**config.mk**
```make
export PLATFORM = sky130hd
export DESIGN_NAME = seq_pattern_gen_moore
export DESIGN_NICKNAME = d
export VERILOG_FILES = /design/src/rtl/seq_pattern_gen_moore.sv
export SDC_FILE = /design/constraint.sdc
export NUM_CORES = 1
export LEC_CHECK = 0
export BUFFER_PORTS_ARGS = -buffer_cell sky130_fd_sc_hd__buf_2
export CAP_MARGIN = 20
export CORE_UTILIZATION = 50
export DETAILED_ROUTE_END_ITERATION = 8
export PLACE_DENSITY = 0.71
export SETUP_SLACK_MARGIN = 0.15
export SLEW_MARGIN = 40
export SYNTH_ARGS = -nofsm -noshare
export SYNTH_HDL_FRONTEND = slang
export SYNTH_SLANG_ARGS = --single-unit
```
**constraint.sdc**
```tcl
create_clock -name clk -period 3 [get_ports clk]
set_input_delay 0 -clock clk [delete_from_list [all_inputs] [get_ports clk]]
set_output_delay 0 -clock clk [all_outputs]
set_load 0.01 [all_outputs]
```
**src/rtl/seq_pattern_gen_moore.sv**
```systemverilog
// seq_pattern_gen_moore
// Serial bit-pattern transmitter built as a registered Moore FSM.
// On start it captures a PAT_W-bit pattern and its configuration, then
// drives the pattern MSB-first on x_out, one bit per clock. The pattern
// is repeated repeat_cnt times, and gap_len idle cycles separate the
// repetitions. done pulses for one cycle after normal completion.
// abort cancels an active transmission without pulsing done.
// All outputs are registered.

module seq_pattern_gen_moore #(
  parameter int PAT_W = 4,
  parameter int CNT_W = 4,
  parameter int GAP_W = 3
) (
  input  logic             clk,
  input  logic             rst,
  input  logic             start,
  input  logic [PAT_W-1:0] pattern,
  input  logic [CNT_W-1:0] repeat_cnt,
  input  logic [GAP_W-1:0] gap_len,
  input  logic             idle_lvl,
  input  logic             abort,
  output logic             x_out,
  output logic             valid,
  output logic             busy,
  output logic             done
);

  // Bit index wide enough to address every pattern bit.
  localparam int IDX_W = (PAT_W > 1) ? $clog2(PAT_W) : 1;
  localparam logic [IDX_W-1:0] MSB_IDX = IDX_W'(PAT_W - 1);

  typedef enum logic [1:0] {
    ST_IDLE = 2'd0,
    ST_SEND = 2'd1,
    ST_GAP  = 2'd2,
    ST_DONE = 2'd3
  } state_t;

  state_t             state_r;
  logic [PAT_W-1:0]   pat_r;        // captured pattern
  logic [CNT_W-1:0]   rep_r;        // repetitions left, current one included
  logic [GAP_W-1:0]   gap_len_r;    // captured gap length
  logic               idle_r;       // captured idle line level
  logic [IDX_W-1:0]   bit_idx_r;    // index of the bit now on x_out
  logic [GAP_W-1:0]   gap_cnt_r;    // gap cycles left after the current one

  logic [IDX_W-1:0]   next_idx_s;
  logic               last_bit_s;
  logic               last_rep_s;
  logic               has_gap_s;
  logic               gap_last_s;
  logic               start_ok_s;
  logic               cnt_zero_s;

  // Decode the counter conditions that steer the FSM.
  always_comb begin
    next_idx_s = bit_idx_r - {{(IDX_W-1){1'b0}}, 1'b1};
    last_bit_s = (bit_idx_r == {IDX_W{1'b0}});
    // A count of 1 or less means this repetition is the last one, so the
    // counter never wraps below zero.
    last_rep_s = (rep_r <= {{(CNT_W-1){1'b0}}, 1'b1});
    has_gap_s  = (gap_len_r != {GAP_W{1'b0}});
    gap_last_s = (gap_cnt_r == {GAP_W{1'b0}});
    // abort takes priority over start while idle.
    if (start && !abort) begin
      start_ok_s = 1'b1;
    end else begin
      start_ok_s = 1'b0;
    end
    cnt_zero_s = (repeat_cnt == {CNT_W{1'b0}});
  end

  // FSM state, captured configuration, counters and registered outputs.
  always_ff @(posedge clk or posedge rst) begin
    if (rst) begin
      state_r   <= ST_IDLE;
      pat_r     <= {PAT_W{1'b0}};
      rep_r     <= {CNT_W{1'b0}};
      gap_len_r <= {GAP_W{1'b0}};
      idle_r    <= 1'b0;
      bit_idx_r <= {IDX_W{1'b0}};
      gap_cnt_r <= {GAP_W{1'b0}};
      x_out     <= 1'b0;
      valid     <= 1'b0;
      busy      <= 1'b0;
      done      <= 1'b0;
    end else begin
      case (state_r)
        ST_IDLE: begin
          done <= 1'b0;
          if (start_ok_s) begin
            pat_r     <= pattern;
            rep_r     <= repeat_cnt;
            gap_len_r <= gap_len;
            idle_r    <= idle_lvl;
            bit_idx_r <= MSB_IDX;
            gap_cnt_r <= {GAP_W{1'b0}};
            if (cnt_zero_s) begin
              // Nothing to send: go straight to the completion pulse.
              state_r <= ST_DONE;
              x_out   <= idle_lvl;
              valid   <= 1'b0;
              busy    <= 1'b0;
              done    <= 1'b1;
            end else begin
              state_r <= ST_SEND;
              x_out   <= pattern[PAT_W-1];
              valid   <= 1'b1;
              busy    <= 1'b1;
            end
          end else begin
            state_r <= ST_IDLE;
            x_out   <= idle_r;
            valid   <= 1'b0;
            busy    <= 1'b0;
          end
        end

        ST_SEND: begin
          if (abort) begin
            state_r <= ST_IDLE;
            x_out   <= idle_r;
            valid   <= 1'b0;
            busy    <= 1'b0;
            done    <= 1'b0;
          end else if (!last_bit_s) begin
            // Advance to the next lower bit of the same repetition.
            bit_idx_r <= next_idx_s;
            x_out     <= pat_r[next_idx_s];
            valid     <= 1'b1;
            busy      <= 1'b1;
            done      <= 1'b0;
          end else if (last_rep_s) begin
            // LSB of the final repetition has been sent.
            rep_r   <= {CNT_W{1'b0}};
            state_r <= ST_DONE;
            x_out   <= idle_r;
            valid   <= 1'b0;
            busy    <= 1'b0;
            done    <= 1'b1;
          end else if (has_gap_s) begin
            rep_r     <= rep_r - {{(CNT_W-1){1'b0}}, 1'b1};
            state_r   <= ST_GAP;
            gap_cnt_r <= gap_len_r - {{(GAP_W-1){1'b0}}, 1'b1};
            x_out     <= idle_r;
            valid     <= 1'b0;
            busy      <= 1'b1;
            done      <= 1'b0;
          end else begin
            // No gap: the next repetition's MSB follows back-to-back.
            rep_r     <= rep_r - {{(CNT_W-1){1'b0}}, 1'b1};
            state_r   <= ST_SEND;
            bit_idx_r <= MSB_IDX;
            x_out     <= pat_r[PAT_W-1];
            valid     <= 1'b1;
            busy      <= 1'b1;
            done      <= 1'b0;
          end
        end

        ST_GAP: begin
          if (abort) begin
            state_r <= ST_IDLE;
            x_out   <= idle_r;
            valid   <= 1'b0;
            busy    <= 1'b0;
            done    <= 1'b0;
          end else if (gap_last_s) begin
            state_r   <= ST_SEND;
            bit_idx_r <= MSB_IDX;
            x_out     <= pat_r[PAT_W-1];
            valid     <= 1'b1;
            busy      <= 1'b1;
            done      <= 1'b0;
          end else begin
            gap_cnt_r <= gap_cnt_r - {{(GAP_W-1){1'b0}}, 1'b1};
            x_out     <= idle_r;
            valid     <= 1'b0;
            busy      <= 1'b1;
            done      <= 1'b0;
          end
        end

        ST_DONE: begin
          // Single-cycle completion state; start and abort are ignored.
          state_r <= ST_IDLE;
          x_out   <= idle_r;
          valid   <= 1'b0;
          busy    <= 1'b0;
          done    <= 1'b0;
        end

        default: begin
          state_r <= ST_IDLE;
          x_out   <= idle_r;
          valid   <= 1'b0;
          busy    <= 1'b0;
          done    <= 1'b0;
        end
      endcase
    end
  end

endmodule

```
==> flow_metrics.env <==
export IMPL_drt_wl_total_um=3082
export IMPL_worstPathMaxFanout=11
export IMPL_drive_gt1_frac=0.2299
export IMPL_grt_total_usage=0.2088
export IMPL_fin_crit_ps=2230
export IMPL_place_area_um2=1579
export IMPL_max_vdd_ir_drop_mv=0.5651
export IMPL_total_leakage_power_nw=0.7712
export IMPL_finalCritPeriodShare=0.7434
export IMPL_initial_core_util=0.5309
export IMPL_place_congestion=0.8720
export IMPL_critPathArrivalTime_ps=2500
export IMPL_max_cap_violations=0
export IMPL_post_route_drc_count=0
export IMPL_yosysWarningCount=0
export IMPL_synth_nets=170
export IMPL_antenna_cells=0
export IMPL_wl_per_cell_um=15.03
export IMPL_fmax_mhz=448.4
export IMPL_vias_per_cell=5.961
export IMPL_dp_hpwl_um=2293
export IMPL_core_area_um2=2758
export IMPL_powerDensity_nw_per_um2=914.0
export IMPL_async_reset_ff_frac=1.000
export IMPL_syn_inst=144
export IMPL_cts_setup_buffers=0
export IMPL_synth_ff_type="dfrtp_1"
export IMPL_reg2reg_slack_ps=770
export IMPL_io_pins=20
export IMPL_drtAntennaViolNets=0
export IMPL_slew_viol_final=0
export IMPL_holdPathEnd="rep_r[1]$_DFFE_PP0P_"
export IMPL_cts_sinks=23
export IMPL_area_delta_synth_final_pct=16.58
export IMPL_fin_skew_ps=1.061
export IMPL_placed_cells=191
export IMPL_drtIter0Drc=31
export IMPL_cts_root_buffer="clkbuf_4"
export IMPL_ctsLongestPathBuffers=2
export IMPL_syn_cell_area_um2=1464
export IMPL_relSlewSlack=0.5761
export IMPL_port_buffers=19
export IMPL_cts_reportedPaths_clkPinSlew_ps=130
export IMPL_grt_max_degree=24
export IMPL_cp_start_kind="flip-flop"
export IMPL_status="completed"
export IMPL_r2r_cells=7
export IMPL_fin_nets=201
export IMPL_rsz0062_at_grt="false"
export IMPL_cts_buffers=3
export IMPL_antenna_found_initial=0
export IMPL_die_h_um=56.11
export IMPL_row_count=19
export IMPL_hold_viol=0
export IMPL_ctsResizeCount=0
export IMPL_final_cells=205
export IMPL_die_w_um=56.11
export IMPL_syn_avg_cell_area_um2=10.17
export IMPL_first_global_vias=1245
export IMPL_min_path_type="input port to flip-flop"
export IMPL_yosysSeqAreaShare=0.3932
export IMPL_setup_viol=0
export IMPL_fillers=228
export IMPL_synth_edf_count=0
export IMPL_hold_depth=3
export IMPL_grt_overflow_total=0
export IMPL_r2r_start="state_r[1]$_DFFE_PP0P_"
export IMPL_worst_pin_slew_ps=630.1
export IMPL_crit_type="flip-flop to flip-flop"
export IMPL_min_from="repeat_cnt[1]"
export IMPL_die_area_um2=3148
export IMPL_clk_latency_ps=320
export IMPL_critical_path_endpoint_type="flip-flop"
export IMPL_vias=1222
export IMPL_synth_seq_cells=23
export IMPL_tns_ps=0
export IMPL_cts_tree="yes"
export IMPL_fin_area_um2=1707
export IMPL_grt_pass1_wl_um=5244
export IMPL_cp_required_ps=3270
export IMPL_htree_num_levels=1
export IMPL_cts_hold_buf=10
export IMPL_drt_pass1_iter_count=4
export IMPL_ys_types=42
export IMPL_r2r_end="gap_cnt_r[2]$_DFFE_PP0P_"
[flip-flops by register name, indices dropped and copies added (netlist names), 2 cells and up]
signal     cells
pat_r          4
gap_cnt_r      3
bit_idx_r      2
state_r        2
gap_len_r      3
rep_r          4
[report_power, final]
| part | switching, mW | total, mW | leakage, nW | internal, mW |
|---|---|---|---|---|
| Combinational | 0.465 | 0.869 | 0.473 | 0.404 |
| Sequential | 0.0999 | 0.539 | 0.280 | 0.439 |
| Clock | 0.101 | 0.151 | 0.0177 | 0.0499 |
| Total | 0.666 | 1.56 | 0.771 | 0.894 |
[through the flow]
stage	setup WS (ps)	power [mW]	utilization	hold WS (ps)
floorplan	995.8	1.210	-	1.924
global placement	909.2	1.356	0.5726	199.3
detailed placement	793.2	1.400	0.5726	225.7
CTS	765.3	1.562	0.6189	23.46
global route	639.6	1.669	0.6189	41.40
finish	769.8	1.560	0.6189	31.07
[cell families (layout without fill, tap and decap cells)]
| family | after synthesis | count (layout) | share of synthesized area |
|---|---|---|---|
| AOI/OAI and AO/OA | 39 | 39 | 0.1923 |
| xor gates and xnor gates | 1 | 1 | 0.005984 |
| adders and majority gates | 10 | 10 | 0.08547 |
| buffers and inverters | 16 | 46 | 0.04616 |
| DFF | 23 | 23 | 0.3932 |
| muxes | 14 | 14 | 0.1128 |
| and+or+nand+nor | 41 | 41 | 0.1641 |
[layer usage]
metal / global-route usage / wire, um / up-vias
met1: 0.2586 / 1351 / 585
li1: - / - / 586
met2: 0.3741 / 1549 / 42
met4: 0.07666 / 74 / 0
met5: 0 / 0 / -
met3: 0.02093 / 106 / 9
[worst max path at each step]
stage                     cells past startpoint                       end  slack, ps              startpoint
after floorplan                               8  gap_cnt_r[2]$_DFFE_PP0P_       1000  state_r[0]$_DFFE_PP0P_
after global placement                        7  gap_cnt_r[2]$_DFFE_PP0P_        910  state_r[1]$_DFFE_PP0P_
after detailed placement                      7  gap_cnt_r[2]$_DFFE_PP0P_        790  state_r[0]$_DFFE_PP0P_
after CTS                                     7  gap_cnt_r[2]$_DFFE_PP0P_        770  state_r[0]$_DFFE_PP0P_
after global routing                          7  gap_cnt_r[2]$_DFFE_PP0P_        640  state_r[0]$_DFFE_PP0P_
final                                         7  gap_cnt_r[2]$_DFFE_PP0P_        770  state_r[1]$_DFFE_PP0P_
[critical path, stage by stage (launching register included)]
cell and delay, ps:
dfrtp_1 440, inv_1 100, ha_1 370, or2b_2 260, o221ai_2 90, a2111o_1 500
nor4b_2 300, a211o_1 130
[cell usage after synthesis, drive strengths merged (2+ instances only)]
master | number | area, um^2
dfrtp | 23 | 575.6
inv | 13 | 48.80
ha | 10 | 125.1
mux2 | 10 | 112.6
nor2 | 10 | 53.80
nand2 | 9 | 33.78
o21ai | 9 | 45.04
nand2b | 7 | 43.79
a21oi | 6 | 30.03
o2bb2ai | 5 | 43.79
mux2i | 3 | 30.03
nor3 | 3 | 20.02
a211o | 2 | 17.52
a22o | 2 | 17.52
clkbuf | 2 | 7.510
nand3 | 2 | 10.01
nand4b | 2 | 17.52
nor2b | 2 | 12.51
o21a | 2 | 15.01
o221ai | 2 | 23.77
or3 | 2 | 12.51
[placed cells by master (no fill, tap or decap), types with 2 or more instances in the layout]
| cell | instances |
|---|---|
| dlygate4sd3_1 | 10 |
| nor2b_1 | 2 |
| nor3_1 | 2 |
| o21ai_0 | 9 |
| dfrtp_1 | 23 |
| mux2_2 | 10 |
| clkbuf_4 | 3 |
| or3_1 | 2 |
| nor2_1 | 9 |
| a22o_1 | 2 |
| o21a_1 | 2 |
| nand2_1 | 9 |
| a21oi_1 | 6 |
| ha_1 | 10 |
| a211o_1 | 2 |
| mux2i_1 | 3 |
| nand3_1 | 2 |
| o2bb2ai_1 | 5 |
| nand4b_1 | 2 |
| inv_1 | 12 |
| nand2b_1 | 7 |
| buf_2 | 19 |
[cell type report]
type | count | area (um^2) | share of cell area
Sequential cell | 23 | 575.6 | 0.3372
Clock inverter | 1 | 5.005 | 0.002933
Tap cell | 31 | 38.79 | 0.02273
Clock buffer | 3 | 22.52 | 0.01320
Inverter | 13 | 48.80 | 0.02859
Multi-Input combinational cell | 105 | 820.8 | 0.4809
Timing Repair Buffer | 29 | 195.2 | 0.1144
Note: power is estimated with default switching activity, not from simulation.
